## config.mk

```make
export PLATFORM = sky130hd
export DESIGN_NAME = mouse_pos_sync_flat
export DESIGN_NICKNAME = d
export VERILOG_FILES = /design/src/rtl/mouse_pos_sync_pkg.sv /design/src/rtl/mouse_pos_sync_if.sv /design/src/rtl/mouse_pos_sync_edge_detect.sv /design/src/rtl/mouse_pos_sync.sv /design/src/flat_wrapper.sv
export SDC_FILE = /design/constraint.sdc
export NUM_CORES = 1
export LEC_CHECK = 0
export ABC_CLOCK_PERIOD_IN_PS = 3700
export BUFFER_PORTS_ARGS = -buffer_cell sky130_fd_sc_hd__buf_2
export CELL_PAD_IN_SITES_DETAIL_PLACEMENT = 1
export CELL_PAD_IN_SITES_GLOBAL_PLACEMENT = 2
export CORE_MARGIN = 4
export CORE_UTILIZATION = 34
export CTS_BUF_LIST = sky130_fd_sc_hd__clkbuf_8
export CTS_CLUSTER_DIAMETER = 150
export CTS_CLUSTER_SIZE = 10
export DETAILED_ROUTE_END_ITERATION = 8
export GPL_TIMING_DRIVEN = 0
export PLACE_DENSITY = 0.86
export SETUP_SLACK_MARGIN = 0.05
export SYNTH_ARGS = -nofsm -noshare
export SYNTH_HDL_FRONTEND = slang
export SYNTH_HIERARCHICAL = 1
export SYNTH_SLANG_ARGS = --single-unit
```

## constraint.sdc

```tcl
create_clock -name clk -period 3.7 [get_ports clk]
set_input_delay 0.74 -clock clk [delete_from_list [all_inputs] [get_ports clk]]
set_output_delay 0.74 -clock clk [all_outputs]
set_load 0.02 [all_outputs]
```

## src/rtl/mouse_pos_sync_pkg.sv

```systemverilog
// Shared VGA/mouse types: active-area sizes, commit FSM states and the sample record
// used for both the pending and the committed cursor position.
package mouse_pos_sync_pkg;

  localparam int H_ACTIVE = 1024;
  localparam int V_ACTIVE = 768;
  localparam int POS_W    = 12;

  typedef enum logic {
    IDLE    = 1'b0,
    PENDING = 1'b1
  } mouse_state_t;

  typedef struct packed {
    logic [POS_W-1:0] x;
    logic [POS_W-1:0] y;
    logic             left;
    logic             right;
  } mouse_sample_t;

  function automatic logic [POS_W-1:0] clamp_pos(input logic [POS_W-1:0] v,
                                                 input logic [POS_W-1:0] lim);
    return (v > lim) ? lim : v;
  endfunction

endpackage

```

## src/rtl/mouse_pos_sync_if.sv

```systemverilog
// VGA timing stream; consumers that only care about frame boundaries use the
// narrow "in" view, which exposes vblnk alone.
interface vga_if;

  logic [10:0] hcount;
  logic [10:0] vcount;
  logic        hsync;
  logic        vsync;
  logic        hblnk;
  logic        vblnk;

  modport master (
    output hcount, vcount, hsync, vsync, hblnk, vblnk
  );

  modport slave (
    input hcount, vcount, hsync, vsync, hblnk, vblnk
  );

  modport in (
    input vblnk
  );

endinterface

```

## src/rtl/mouse_pos_sync_edge_detect.sv

```systemverilog
// Rising-edge detector whose history only advances when en is high; REGISTERED
// selects a same-cycle pulse or a pulse delayed by one clock.
module edge_detect #(
  parameter bit REGISTERED = 1'b0
) (
  input  logic clk,
  input  logic rst,
  input  logic en,
  input  logic d,
  output logic pulse
);

  logic q;
  logic rise;
  logic rise_q;

  assign rise = en & d & ~q;

  always_ff @(posedge clk) begin
    if (rst) begin
      q      <= 1'b0;
      rise_q <= 1'b0;
    end else begin
      if (en) begin
        q <= d;
      end
      rise_q <= rise;
    end
  end

  assign pulse = REGISTERED ? rise_q : rise;

endmodule

```

## src/rtl/mouse_pos_sync.sv

```systemverilog
// Frame-synchronous mouse position stage: clamps samples, commits the latest one at the
// start of vertical blanking, emits left-click pulses and a stale-input flag.
module mouse_pos_sync
  import mouse_pos_sync_pkg::*;
#(
  parameter int X_MAX        = H_ACTIVE - 1,
  parameter int Y_MAX        = V_ACTIVE - 1,
  parameter int STALE_FRAMES = 60
) (
  input  logic             clk,
  input  logic             rst,
  input  logic [POS_W-1:0] xpos_in,
  input  logic [POS_W-1:0] ypos_in,
  input  logic             left_in,
  input  logic             right_in,
  input  logic             new_event,
  vga_if.in                vga_in,
  output logic [POS_W-1:0] x_out,
  output logic [POS_W-1:0] y_out,
  output logic             left_out,
  output logic             right_out,
  output logic             left_click,
  output logic             updated,
  output logic             stale
);

  localparam logic [POS_W-1:0] X_LIM = POS_W'(X_MAX);
  localparam logic [POS_W-1:0] Y_LIM = POS_W'(Y_MAX);
  localparam int               CNT_W = $clog2(STALE_FRAMES + 1);
  localparam logic [CNT_W-1:0] STALE_LIM = CNT_W'(STALE_FRAMES);

  mouse_state_t  state_q;
  mouse_state_t  state_d;
  mouse_sample_t sample_c;
  mouse_sample_t pend_q;
  mouse_sample_t pend_d;
  mouse_sample_t commit_sample;
  mouse_sample_t out_q;
  logic          commit_d;
  logic          vbl_rise;
  logic [CNT_W-1:0] stale_cnt;

  assign sample_c.x     = clamp_pos(xpos_in, X_LIM);
  assign sample_c.y     = clamp_pos(ypos_in, Y_LIM);
  assign sample_c.left  = left_in;
  assign sample_c.right = right_in;

  edge_detect #(.REGISTERED(1'b0)) u_vbl_edge (
    .clk   (clk),
    .rst   (rst),
    .en    (1'b1),
    .d     (vga_in.vblnk),
    .pulse (vbl_rise)
  );

  edge_detect #(.REGISTERED(1'b1)) u_click_edge (
    .clk   (clk),
    .rst   (rst),
    .en    (new_event),
    .d     (left_in),
    .pulse (left_click)
  );

  always_ff @(posedge clk) begin
    if (rst) begin
      state_q <= IDLE;
      pend_q  <= '0;
    end else begin
      state_q <= state_d;
      pend_q  <= pend_d;
    end
  end

  // A sample arriving on the blanking edge itself skips the pending regs.
  always_comb begin
    state_d       = state_q;
    pend_d        = pend_q;
    commit_d      = 1'b0;
    commit_sample = pend_q;
    case (state_q)
      IDLE: begin
        if (vbl_rise && new_event) begin
          commit_d      = 1'b1;
          commit_sample = sample_c;
        end else if (new_event) begin
          pend_d  = sample_c;
          state_d = PENDING;
        end
      end
      PENDING: begin
        if (vbl_rise) begin
          commit_d      = 1'b1;
          commit_sample = new_event ? sample_c : pend_q;
          state_d       = IDLE;
        end else if (new_event) begin
          pend_d = sample_c;
        end
      end
      default: state_d = IDLE;
    endcase
  end

  always_ff @(posedge clk) begin
    if (rst) begin
      out_q   <= '0;
      updated <= 1'b0;
    end else begin
      updated <= commit_d;
      if (commit_d) begin
        out_q <= commit_sample;
      end
    end
  end

  assign x_out     = out_q.x;
  assign y_out     = out_q.y;
  assign left_out  = out_q.left;
  assign right_out = out_q.right;

  always_ff @(posedge clk) begin
    if (rst) begin
      stale_cnt <= '0;
    end else if (new_event) begin
      stale_cnt <= '0;
    end else if (vbl_rise && (stale_cnt != STALE_LIM)) begin
      stale_cnt <= stale_cnt + 1'b1;
    end
  end

  assign stale = (stale_cnt == STALE_LIM);

endmodule

```

## src/flat_wrapper.sv

```systemverilog
// flat-port wrapper written by rule: the top's interface ports become plain ports
module mouse_pos_sync_flat import mouse_pos_sync_pkg::*;
#(
  parameter int X_MAX        = H_ACTIVE - 1,
  parameter int Y_MAX        = V_ACTIVE - 1,
  parameter int STALE_FRAMES = 60
)
  (clk, rst, xpos_in, ypos_in, left_in, right_in, new_event, x_out, y_out, left_out, right_out, left_click, updated, stale, vga_in_vblnk);
  vga_if vga_in_i ();
  input  logic clk;
  input  logic rst;
  input  logic [POS_W-1:0] xpos_in;
  input  logic [POS_W-1:0] ypos_in;
  input  logic left_in;
  input  logic right_in;
  input  logic new_event;
  output logic [POS_W-1:0] x_out;
  output logic [POS_W-1:0] y_out;
  output logic left_out;
  output logic right_out;
  output logic left_click;
  output logic updated;
  output logic stale;
  input wire logic [$bits(vga_in_i.vblnk)-1:0] vga_in_vblnk;
  assign vga_in_i.vblnk = vga_in_vblnk;
  mouse_pos_sync #(.X_MAX(X_MAX), .Y_MAX(Y_MAX), .STALE_FRAMES(STALE_FRAMES)) u_core (.clk(clk), .rst(rst), .xpos_in(xpos_in), .ypos_in(ypos_in), .left_in(left_in), .right_in(right_in), .new_event(new_event), .vga_in(vga_in_i), .x_out(x_out), .y_out(y_out), .left_out(left_out), .right_out(right_out), .left_click(left_click), .updated(updated), .stale(stale));
endmodule
```

==> qor.yml, run 1 <==
status:
  result_of_the_run: "complete, no violations"
clock_network:
  ctsResizeCount: 0
  tritoncts_clock_tree: "done"
  cts-root-buf: "sky130_fd_sc_hd__clkbuf_8"
  max-clock-path-buffers: 2
  clock_slew_at_the_register_clock_pins_of_the_worst_setup_and_hold_paths_ns: 0.07
  post_cts_repair_timing_setup_buffer_count: 0
  tritoncts.num_buffers: 9
  cts.htree.levels: 3
  cts.sink_count: 63
  clk-insertion-delay-late_ns: 0.34
  cts_hold_bufs: 0
setup_path:
  timing_worst_setup_path_type: "reg -> out"
  total_number_of_cells_along_the_worst_setup_path: 5
  critical_path.cell_chain: "inv_1 -> ha_1 -> nand3_1 -> inv_1 -> buf_2"
  critPathMaxStageDelay_ns: 0.39
  critPathBufInv: 3
  critical_path.max_fanout: 5
  cp-startpoint: "u_core/stale_cnt[0]"
  slowest_stage: "sky130_fd_sc_hd__dfxtp_1"
  worstPathRequired_ns: 2.96
  critPathMostFrequentCell: "sky130_fd_sc_hd__inv_1"
  register_to_register_path_depth: 5
  worst-endpoint-arrival_ns: 1.40
  category_of_cells_accounting_for_the_largest_share_of_critical_path_delay: "flip-flops"
  regToRegStartpoint: "u_core/u_vbl_edge/q"
  worst_r2r_endpoint: "u_core/y_out[3]"
  worst-r2r-setup-slack_ns: 1.81
  critical_path_end: "stale"
  critPathCaptureType: "output port"
  worstSetupStartpointType: "register"
global_routing:
  global_route_wire_length_before_repair_mm: 11.3
  first_global_vias: 2355
  globalRouteOverflowTotal: 0
  grt_use_total: 0.165
  grt_max_degree: 11
  initial_antenna_violation_count: 0
pwr:
  vdd_drop_max_uv: 188
  clock_power_share: 0.404
  power.switching_mw: 0.380
  pwr_density_cell_nw_per_um2: 477
  leakage_nw: 1.35
  internal-power_mw: 1.11
  power.sequential.fraction: 0.489
  power.share.switching: 0.255
  power.combinational.fraction: 0.107
sta:
  hold_viol: 0
  grt_setup_unrepaired: "no"
  whs_ns: 0.450
  max_freq_mhz: 468
  post-route-period-util: 0.577
  setup_viol: 0
  skew_ns: 0.00876
  timing.max_slew.rel_slack: 0.631
  slew_viol_final: 0
  setup_slack_ns: 1.56
  setup_total_negative_slack_ns: 0
  pin_slew_with_the_least_headroom_to_its_limit_ns: 0.554
  final.min_clock_period_ns: 2.14
floorplan:
  die_area_um2: 8830
  core_um2: 7210
  io-pin-count: 59
  dieWidth_um: 94.0
  die_y_um: 94.0
  fp-row-count: 31
  start_util: 0.348
place:
  hpwl_mm: 4.93
  place_worst_setup_slack_ns: 1.18
  io_buffers: 58
  finalWeightedCongestion: 0.774
logic_synthesis:
  synth_top_family_by_area: "simple AND/OR/NAND/NOR gates"
  synth-compound-area-share: 0.143
  synth_cell_types: 41
  dominantRegCellSynth: "sky130_fd_sc_hd__dfxtp_1"
  share_of_synthesized_area_spent_on_multiplexers: 0.0120
  synth_top_cell_area_share: 0.502
  synth.most_common_cell: "sky130_fd_sc_hd__nor2_1"
  synth-async-reset-ratio: 0
  yosys-top-cells-count: "sky130_fd_sc_hd__nor2_1, sky130_fd_sc_hd__dfxtp_1, sky130_fd_sc_hd__nor3_1, sky130_fd_sc_hd__inv_1, sky130_fd_sc_hd__o32ai_1"
  post_synth.cell_area_avg_um2: 8.37
  synth-simple-area-share: 0.251
  synth-seq-area-share: 0.502
  post_synth_fa_ha_maj_area_fraction: 0.00996
  synth-warning-count: 6
  postSynthCellCount: 300
  synth.ff_latch_count: 63
  synth_area_um2: 2510
  synth-edff-count: 0
  synth_xor_area_frac: 0
  synth.top_cells.by_area: "sky130_fd_sc_hd__dfxtp_1, sky130_fd_sc_hd__nor2_1, sky130_fd_sc_hd__nor3_1, sky130_fd_sc_hd__o32ai_1, sky130_fd_sc_hd__inv_1"
  synthDominantAreaCellType: "sky130_fd_sc_hd__dfxtp_1"
finish:
  areaGrowthSynthToFinish_pct: 24.5
  share_of_final_layout_standard_cells_stronger_than_drive_strength_1: 0.227
  insertedDiodeCount: 0
  finalNetCount: 402
routing:
  avgRoutedWirePerCell_um: 14.5
  ant_nets_after_route: 0
  met2RoutedLength_mm: 3.38
  number_of_vias_after_detailed_routing: 2329
  dr_wl_met3_um: 267
  wirelength_mm: 6.85
  routed_via_density: 4.92
  drc_errors: 0
  highest_layer: "met4"
  routedLengthMet1_mm: 3.10
  drc_marker_count_from_the_first_detailed_route_iteration: 94
  drt_pre_antenna_iters: 4
worst_hold_path:
  hold_path_class: "reg -> reg"
  holdPathStages: 2
run:
  timing.max_cap.violations: 0
==> logic make-up (layout without fill, tap and decap cells) <==
group	after synthesis	in the layout
flops	63	63
buf+inv	47	120
simple gates	138	138
fa+ha+maj	2	2
other cells	1	2
mux	3	3
compound gates	46	46
==> sequential cells by signal, summed over array words and instances, names as in the netlist <==
name,cells
u_core/right_out,1
u_core/x_out,12
u_core/y_out,12
u_core/updated,1
u_core/u_click_edge/pulse,1
u_core/stale_cnt,6
u_core/u_click_edge/q,1
u_core/u_vbl_edge/q,1
u_core/state_q,1
u_core/pend_q,26
u_core/left_out,1
==> layer usage <==
metal  global-route usage  vias to the layer above
met5                    0                        -
met3               0.0425                        9
met2                0.274                       36
met1                0.198                     1121
met4               0.0794                        0
li1                     -                     1163
==> how the worst min path moves through the flow <==
stage,start,end,slack [ns]
6_report,u_core/x_out[1],u_core/x_out[1],0.45
2_1_floorplan,u_core/pend_q[12],u_core/pend_q[12],0.43
5_1_grt,u_core/x_out[4],u_core/x_out[4],0.47
3_5_place_dp,u_core/x_out[1],u_core/x_out[1],0.44
4_1_cts,u_core/x_out[1],u_core/x_out[1],0.45
3_3_place_gp,u_core/x_out[5],u_core/x_out[5],0.44
==> final cells by class <==
cell class / instances / area (um^2)
Multi-Input combinational cell: 191 / 1050
Timing Repair Buffer: 58 / 290
Tap cell: 99 / 124
Fill cell: 906 / 4090
Clock buffer: 11 / 151
Clock inverter: 4 / 45.0
Inverter: 28 / 105
Buffer: 19 / 97.6
Sequential cell: 63 / 1260
==> per-stage QoR <==
step | power (mW) | std cells | instance area (um^2) | util
2_1_floorplan | 0.841 | 301 | 2520 | -
3_3_place_gp | 0.901 | 458 | 2930 | 0.406
3_5_place_dp | 0.906 | 458 | 2930 | 0.406
4_1_cts | 1.52 | 473 | 3130 | 0.433
5_1_grt | 1.56 | 473 | 3130 | 0.433
6_report | 1.49 | 473 | 3130 | 0.433
==> layout by cell type, fill, tap and decap left out, drive strengths merged, types with 2 or more instances in the layout <==
cell type  netlist  layout
clkinv           0       3
a22oi            4       4
inv             28      28
buf             12      70
nand3            3       3
and2             5       5
nor3            36      36
nor2            67      67
a31oi            2       2
nand2b           3       3
clkbuf           7      18
a41oi            2       2
o21ai            2       2
o32ai           19      19
o22ai            5       5
a21oi            5       5
ha               2       2
mux2i            3       3
conb             1       2
nand2           15      15
dfxtp           63      63
==> power by group through the flow <==
stage / clock (mW) / sequential (mW) / combinational, mW
2_1_floorplan: 0 / 0.757 / 0.0834
3_3_place_gp: 0 / 0.743 / 0.158
3_5_place_dp: 0 / 0.745 / 0.161
4_1_cts: 0.628 / 0.729 / 0.162
5_1_grt: 0.648 / 0.733 / 0.179
6_report: 0.603 / 0.729 / 0.159
==> worst register-to-register path: stages (launching register included) <==
cell                       delay (ns)
sky130_fd_sc_hd__dfxtp_1         0.31
sky130_fd_sc_hd__nor2_1          0.39
sky130_fd_sc_hd__o21ai_2         0.20
sky130_fd_sc_hd__nand2b_1        0.18
sky130_fd_sc_hd__clkbuf_1        0.46
sky130_fd_sc_hd__o32ai_1         0.20
(Power assumes the default switching activity.)
==> inputs of run 2 (changes only) <==
Settings changed: ABC_AREA from default to 1, ABC_CLOCK_PERIOD_IN_PS 3700 to 1800, CORE_UTILIZATION 34 to 28, PLACE_DENSITY 0.86 to 0.76.
Clock period 3.7 ns to 1.8 ns, I/O delays scaled along.
==> qor.yml, run 2 <==
sta:
  grt_setup_unrepaired: "no"
  whs_ns: 0.293  # -0.157 ns
  max_freq_mhz: 604
  skew_ns: 0.00799  # -0.000771 ns
  setup_viol: 0  # unchanged
  post-route-period-util: 0.920
  setup_total_negative_slack_ns: 0  # unchanged
  setup_slack_ns: 0.144  # -1.42 ns
  hold_viol: 0  # unchanged
  slew_viol_final: 0  # unchanged
  final.min_clock_period_ns: 1.66
place:
  detailed_place.area_um2: 3030  # +3.4%
  finalWeightedCongestion: 0.731  # -5.6%
  io_buffers: 58  # unchanged
  place_worst_setup_slack_ns: 0.122  # -1.06 ns
  hpwl_mm: 5.31  # +7.7%
worst_hold_path:
  hold_path_class: "in -> reg"
floorplan:
  start_util: 0.292  # -0.0558
  fp-row-count: 34  # +9.7%
  die_y_um: 104  # +11%
  dieWidth_um: 104  # +11%
  die_area_um2: 10900  # +23%
  core_um2: 8890  # +23%
  io-pin-count: 59  # unchanged
clock_network:
  cts-root-buf: "sky130_fd_sc_hd__clkbuf_8"
  max-clock-path-buffers: 2  # unchanged
  tritoncts_clock_tree: "done"
  post_cts_repair_timing_setup_buffer_count: 0  # unchanged
  cts.sink_count: 63  # unchanged
  tritoncts.num_buffers: 9  # unchanged
  cts.htree.levels: 3  # unchanged
  clk-insertion-delay-late_ns: 0.33  # about the same
  clock_slew_at_the_register_clock_pins_of_the_worst_setup_and_hold_paths_ns: 0.07  # about the same
  cts_hold_bufs: 0  # unchanged
run:
  timing.max_cap.violations: 0  # unchanged
finish:
  top_register: "u_core/pend_q"
  layout_commonest_cell: "sky130_fd_sc_hd__dfxtp_1"
  finalNetCount: 432  # +7.5%
  layout.cells.most_common_list: "sky130_fd_sc_hd__dfxtp_1, sky130_fd_sc_hd__buf_2, sky130_fd_sc_hd__nand2_1, sky130_fd_sc_hd__o21ai_0, sky130_fd_sc_hd__nor2_1"
  areaGrowthSynthToFinish_pct: 24.0
  insertedDiodeCount: 0  # unchanged
  share_of_final_layout_standard_cells_stronger_than_drive_strength_1: 0.268  # +0.0407
  layout.cell_area.non_filler_um2: 3220  # +3.1%
  largest_register_ffs: 26  # unchanged
logic_synthesis:
  synth-warning-count: 6  # unchanged
  synth.ff_latch_count: 63  # unchanged
  synth-edff-count: 0  # unchanged
  synth_area_um2: 2600  # +3.5%
  synth-async-reset-ratio: 0  # unchanged
  postSynthCellCount: 330  # +10%
  post_synth.cell_area_avg_um2: 7.88  # -5.9%
  yosys-top-cells-count: "sky130_fd_sc_hd__dfxtp_1, sky130_fd_sc_hd__nand2_1, sky130_fd_sc_hd__o21ai_0, sky130_fd_sc_hd__nor2_1, sky130_fd_sc_hd__a21oi_1"
  synth_cell_types: 27  # -34%
  synth-seq-area-share: 0.485  # -0.0169
  synthDominantAreaCellType: "sky130_fd_sc_hd__dfxtp_1"
  synth.most_common_cell: "sky130_fd_sc_hd__dfxtp_1"
  synth.top_cells.by_area: "sky130_fd_sc_hd__dfxtp_1, sky130_fd_sc_hd__o21ai_0, sky130_fd_sc_hd__nand2_1, sky130_fd_sc_hd__nor2_1, sky130_fd_sc_hd__a21oi_1"
  synth_top_cell_area_share: 0.485  # -0.0169
  dominantRegCellSynth: "sky130_fd_sc_hd__dfxtp_1"
routing:
  avgRoutedWirePerCell_um: 14.4  # -0.75%
  drc_marker_count_from_the_first_detailed_route_iteration: 47  # -50%
  number_of_vias_after_detailed_routing: 2413  # +3.6%
  wirelength_mm: 7.35  # +7.2%
  drt_pre_antenna_iters: 4  # unchanged
  routed_via_density: 4.72  # -4.1%
  drc_errors: 0  # unchanged
  ant_nets_after_route: 0  # unchanged
setup_path:
  worst-endpoint-arrival_ns: 1.30  # -0.10 ns
  critical_path.cell_chain: "inv_2 -> ha_2 -> nand3_2 -> nor2_2 -> buf_4"
  slowest_stage: "sky130_fd_sc_hd__dfxtp_1"
  critPathCaptureType: "output port"
  category_of_cells_accounting_for_the_largest_share_of_critical_path_delay: "flip-flops"
  worstSetupStartpointType: "register"
  critPathMaxStageDelay_ns: 0.33  # -0.06 ns
  critPathBufInv: 2  # -1
  timing_worst_setup_path_type: "reg -> out"
  critical_path.max_fanout: 4  # -1
  worstPathRequired_ns: 1.44  # -1.52 ns
global_routing:
  initial_antenna_violation_count: 0  # unchanged
  global_route_wire_length_before_repair_mm: 12.5  # +11%
  grt_max_degree: 11  # unchanged
  first_global_vias: 2553  # +8.4%
  grt_use_total: 0.141  # -0.0244
  globalRouteOverflowTotal: 0  # unchanged
pwr:
  vdd_drop_max_uv: 316  # +68%
  p_total_mw: 2.98  # +100%
  pwr_density_cell_nw_per_um2: 924  # +94%
  leakage_nw: 1.39  # +2.9%
status:
  result_of_the_run: "complete, no violations"
## run 2: cell count changes after synthesis, sizes merged, moves of 3 or more
cell / delta
a21oi: +22
a22oi: -4
and2: -5
clkbuf: -3
inv: -8
mux2i: -3
nand2: +40
nand2b: -3
nand3: +3
nor2: -26
nor3: -12
o21ai: +65
o22ai: -3
o32ai: -19
## run 2: stage by stage
stage	instances	util
3_5_place_dp	497	0.341
3_3_place_gp	497	0.341
5_1_grt	511	0.363
6_report	511	0.363
4_1_cts	511	0.362
2_1_floorplan	331	-
## run 2: path summary, 6_finish.rpt
| kind | from | end | slack [ns] | cells past startpoint |
|---|---|---|---|---|
| min | right_in | u_core/pend_q[0] | 0.29 | 3 |
| max reg2reg | u_core/u_vbl_edge/q | u_core/x_out[6] | 0.33 | 6 |
| min reg2reg | u_core/pend_q[13] | u_core/pend_q[13] | 0.44 | 2 |
| max | u_core/stale_cnt[0] | stale | 0.14 | 5 |
## run 2: timing repair
action | CTS | global route
gates resized for setup | 2 | 3
endpoints found under the setup margin | 1 | 1
pin swaps | 1 | 1
## run 2: worst reg2reg max path: stages (launching register included)
cell and delay (ns):
sky130_fd_sc_hd__dfxtp_1 0.31, sky130_fd_sc_hd__nor2_1 0.10, sky130_fd_sc_hd__buf_4 0.22, sky130_fd_sc_hd__nand2_2 0.21, sky130_fd_sc_hd__buf_6 0.22, sky130_fd_sc_hd__nor3_1 0.22
sky130_fd_sc_hd__o21ai_2 0.09
## run 2: area by class of cell
type	count	area, um^2
Buffer	17	123
Sequential cell	63	1260
Inverter	20	75.1
Tap cell	108	135
Clock inverter	1	3.75
Fill cell	1103	5670
Clock buffer	13	179
Multi-Input combinational cell	231	1150
Timing Repair Buffer	58	293
## run 2: cells by family (layout without fill, tap and decap cells)
kind of cell / Yosys count / after routing / share of synthesized area
simple gates: 128 / 128 / 0.217
compound gates: 98 / 98 / 0.207
flops: 63 / 63 / 0.485
buf+inv: 37 / 109 / 0.0760
fa+ha+maj: 2 / 2 / 0.00962
other cells: 1 / 2 / 0.00144
xor+xnor: 1 / 1 / 0.00337
## run 2: power breakdown
part           internal (mW)  total (mW)  leakage [nW]  switching, mW
Combinational          0.120       0.344         0.778          0.224
Sequential              1.47        1.50         0.517         0.0347
Clock                  0.631        1.13        0.0988          0.499
Total                   2.22        2.98          1.39          0.757
## run 2: routing by layer
layer | wire (um) | GRT usage | up-vias
met5 | 0 | 0 | -
met4 | 84 | 0.0513 | 0
met3 | 258 | 0.0286 | 8
met2 | 3440 | 0.229 | 44
met1 | 3570 | 0.184 | 1120
li1 | - | - | 1241
==> inputs of run 3 (changes only) <==
Settings changed: ABC_CLOCK_PERIOD_IN_PS 1800 to 1600, CORE_UTILIZATION 28 to 31, PLACE_DENSITY 0.76 to 0.8.
Clock period 1.8 ns to 1.6 ns, I/O delays scaled along.
==> qor.yml, run 3 (synthesis results as in run 2) <==
floorplan:
  io-pin-count: 59  # unchanged
  die_y_um: 99.6  # -4.6%
  fp-row-count: 33  # -2.9%
  core_um2: 8180  # -8.0%
  die_area_um2: 9920  # -9.0%
  dieWidth_um: 99.6  # -4.6%
  start_util: 0.318  # +0.0256
routing:
  highest_layer: "met4"
  routed_via_density: 4.83  # +2.4%
  drc_errors: 0  # unchanged
  routedLengthMet1_mm: 3.60  # +0.90%
  avgRoutedWirePerCell_um: 14.6  # +1.3%
  wirelength_mm: 7.55  # +2.7%
  ant_nets_after_route: 0  # unchanged
  number_of_vias_after_detailed_routing: 2504  # +3.8%
  met2RoutedLength_mm: 3.54  # +3.1%
  dr_wl_met3_um: 286  # +11%
  drt_pre_antenna_iters: 4  # unchanged
  drc_marker_count_from_the_first_detailed_route_iteration: 69  # +47%
setup_path:
  worstSetupStartpointType: "register"
  register_to_register_path_depth: 7  # +1
  cp-startpoint: "u_core/stale_cnt[0]"
  worst-r2r-setup-slack_ns: 0.21  # -0.12 ns
  regToRegStartpoint: "u_core/stale_cnt[0]"
  worstPathRequired_ns: 1.28  # -0.16 ns
  timing_worst_setup_path_type: "reg -> out"
  critical_path_end: "stale"
  worst_r2r_endpoint: "u_core/stale_cnt[3]"
  critical_path.max_fanout: 2  # -2
  critPathCaptureType: "output port"
  worst-endpoint-arrival_ns: 1.18  # -0.12 ns
finish:
  layout.cell_area.non_filler_um2: 3360  # +4.3%
  layout_commonest_cell: "sky130_fd_sc_hd__buf_2"
  insertedDiodeCount: 0  # unchanged
  layout.cells.most_common_list: "sky130_fd_sc_hd__buf_2, sky130_fd_sc_hd__dfxtp_1, sky130_fd_sc_hd__nand2_1, sky130_fd_sc_hd__o21ai_0, sky130_fd_sc_hd__nor2_1"
  final_util: 0.412  # +0.0489
  areaGrowthSynthToFinish_pct: 29.4
  largest_register_ffs: 26  # unchanged
  share_of_final_layout_standard_cells_stronger_than_drive_strength_1: 0.295  # +0.0274
  finalNetCount: 440  # +1.9%
  top_register: "u_core/pend_q"
clock_network:
  cts-root-buf: "sky130_fd_sc_hd__clkbuf_8"
  tritoncts.num_buffers: 9  # unchanged
  clock_slew_at_the_register_clock_pins_of_the_worst_setup_and_hold_paths_ns: 0.07  # about the same
  clk-insertion-delay-late_ns: 0.34  # about the same
  max-clock-path-buffers: 2  # unchanged
  tritoncts_clock_tree: "done"
  cts.htree.levels: 3  # unchanged
  cts.sink_count: 63  # unchanged
global_routing:
  global_route_wire_length_before_repair_mm: 12.7  # +1.8%
  initial_antenna_violation_count: 0  # unchanged
  first_global_vias: 2619  # +2.6%
  grt_max_degree: 11  # unchanged
  globalRouteOverflowTotal: 0  # unchanged
  grt_use_total: 0.163  # +0.0219
pwr:
  vdd_drop_max_uv: 411  # +30%
  pwr_density_cell_nw_per_um2: 1090  # +18%
  leakage_nw: 1.47  # +5.5%
sta:
  slew_viol_final: 0  # unchanged
  max_freq_mhz: 665
  final.min_clock_period_ns: 1.50
  grt_setup_unrepaired: "yes"
  post-route-period-util: 0.941
  setup_viol: 0  # unchanged
  skew_ns: 0.00856  # +0.000568 ns
  hold_viol: 0  # unchanged
  whs_ns: 0.246  # -0.0478 ns
status:
  result_of_the_run: "complete, no violations"
worst_hold_path:
  hold_path_class: "in -> reg"
place:
  hpwl_mm: 5.30  # -0.18%
  finalWeightedCongestion: 0.784  # +7.3%
  detailed_place.area_um2: 3030  # -0.12%
  io_buffers: 58  # unchanged
run:
  timing.max_cap.violations: 0  # unchanged
-- run 3: worst min path at each step --
stage	start	slack, ns	depth (start not counted)	endpoint
after floorplan	rst	0.38	1	u_core/u_click_edge/q
after global placement	u_core/u_click_edge/q	0.41	1	u_core/u_click_edge/pulse
after detailed placement	u_core/u_click_edge/q	0.43	1	u_core/u_click_edge/pulse
after CTS	ypos_in[3]	0.23	3	u_core/pend_q[5]
after global routing	ypos_in[3]	0.25	3	u_core/pend_q[5]
final	ypos_in[5]	0.25	3	u_core/pend_q[7]
-- run 3: area by class of cell --
| cell class | instances | area (um^2) |
|---|---|---|
| buffer | 17 | 129 |
| clock buffer | 11 | 151 |
| clock inverter | 5 | 72.6 |
| tap | 105 | 131 |
| fill | 1045 | 4810 |
| sequential | 63 | 1270 |
| timing repair buffer | 66 | 357 |
| multi-input combinational | 231 | 1180 |
| inverter | 20 | 75.1 |
-- run 3: what timing repair did --
action                     in CTS  in global routing
pin swaps                       2                  1
gates cloned                    0                  0
hold buffers                    0                  0
buffers inserted                5                  3
gates resized for setup        13                  5
setup endpoints to repair       1                 16
-- run 3: critical path, cell delays in order, from the launching register on --
cell                      delay [ns]
sky130_fd_sc_hd__dfxtp_2        0.32
sky130_fd_sc_hd__inv_2          0.07
sky130_fd_sc_hd__ha_4           0.14
sky130_fd_sc_hd__nand3_4        0.09
sky130_fd_sc_hd__nor2_4         0.10
sky130_fd_sc_hd__buf_6          0.12
-- run 3: through the flow --
| step | setup TNS, ns | total power, mW | std cells | setup slack (ns) |
|---|---|---|---|---|
| floorplan | 0 | 1.96 | 331 | 0.217 |
| global placement | -0.00845 | 2.11 | 494 | -0.00845 |
| detailed placement | -0.0185 | 2.12 | 494 | -0.0151 |
| CTS | 0 | 3.70 | 515 | 0.0490 |
| global route | 0 | 3.85 | 518 | 0.0221 |
| finish | 0 | 3.65 | 518 | 0.0951 |
-- run 3: power breakdown --
part           internal, mW  leakage (nW)  total (mW)  switching [mW]
combinational         0.147         0.829       0.405           0.258
clock                 0.949         0.122        1.56           0.609
sequential             1.65         0.519        1.69          0.0390
-- run 3: routing by layer --
metal,GRT usage,vias up
met5,0,-
met3,0.0407,10
met4,0.0599,0
met2,0.262,48
li1,-,1250
met1,0.210,1196
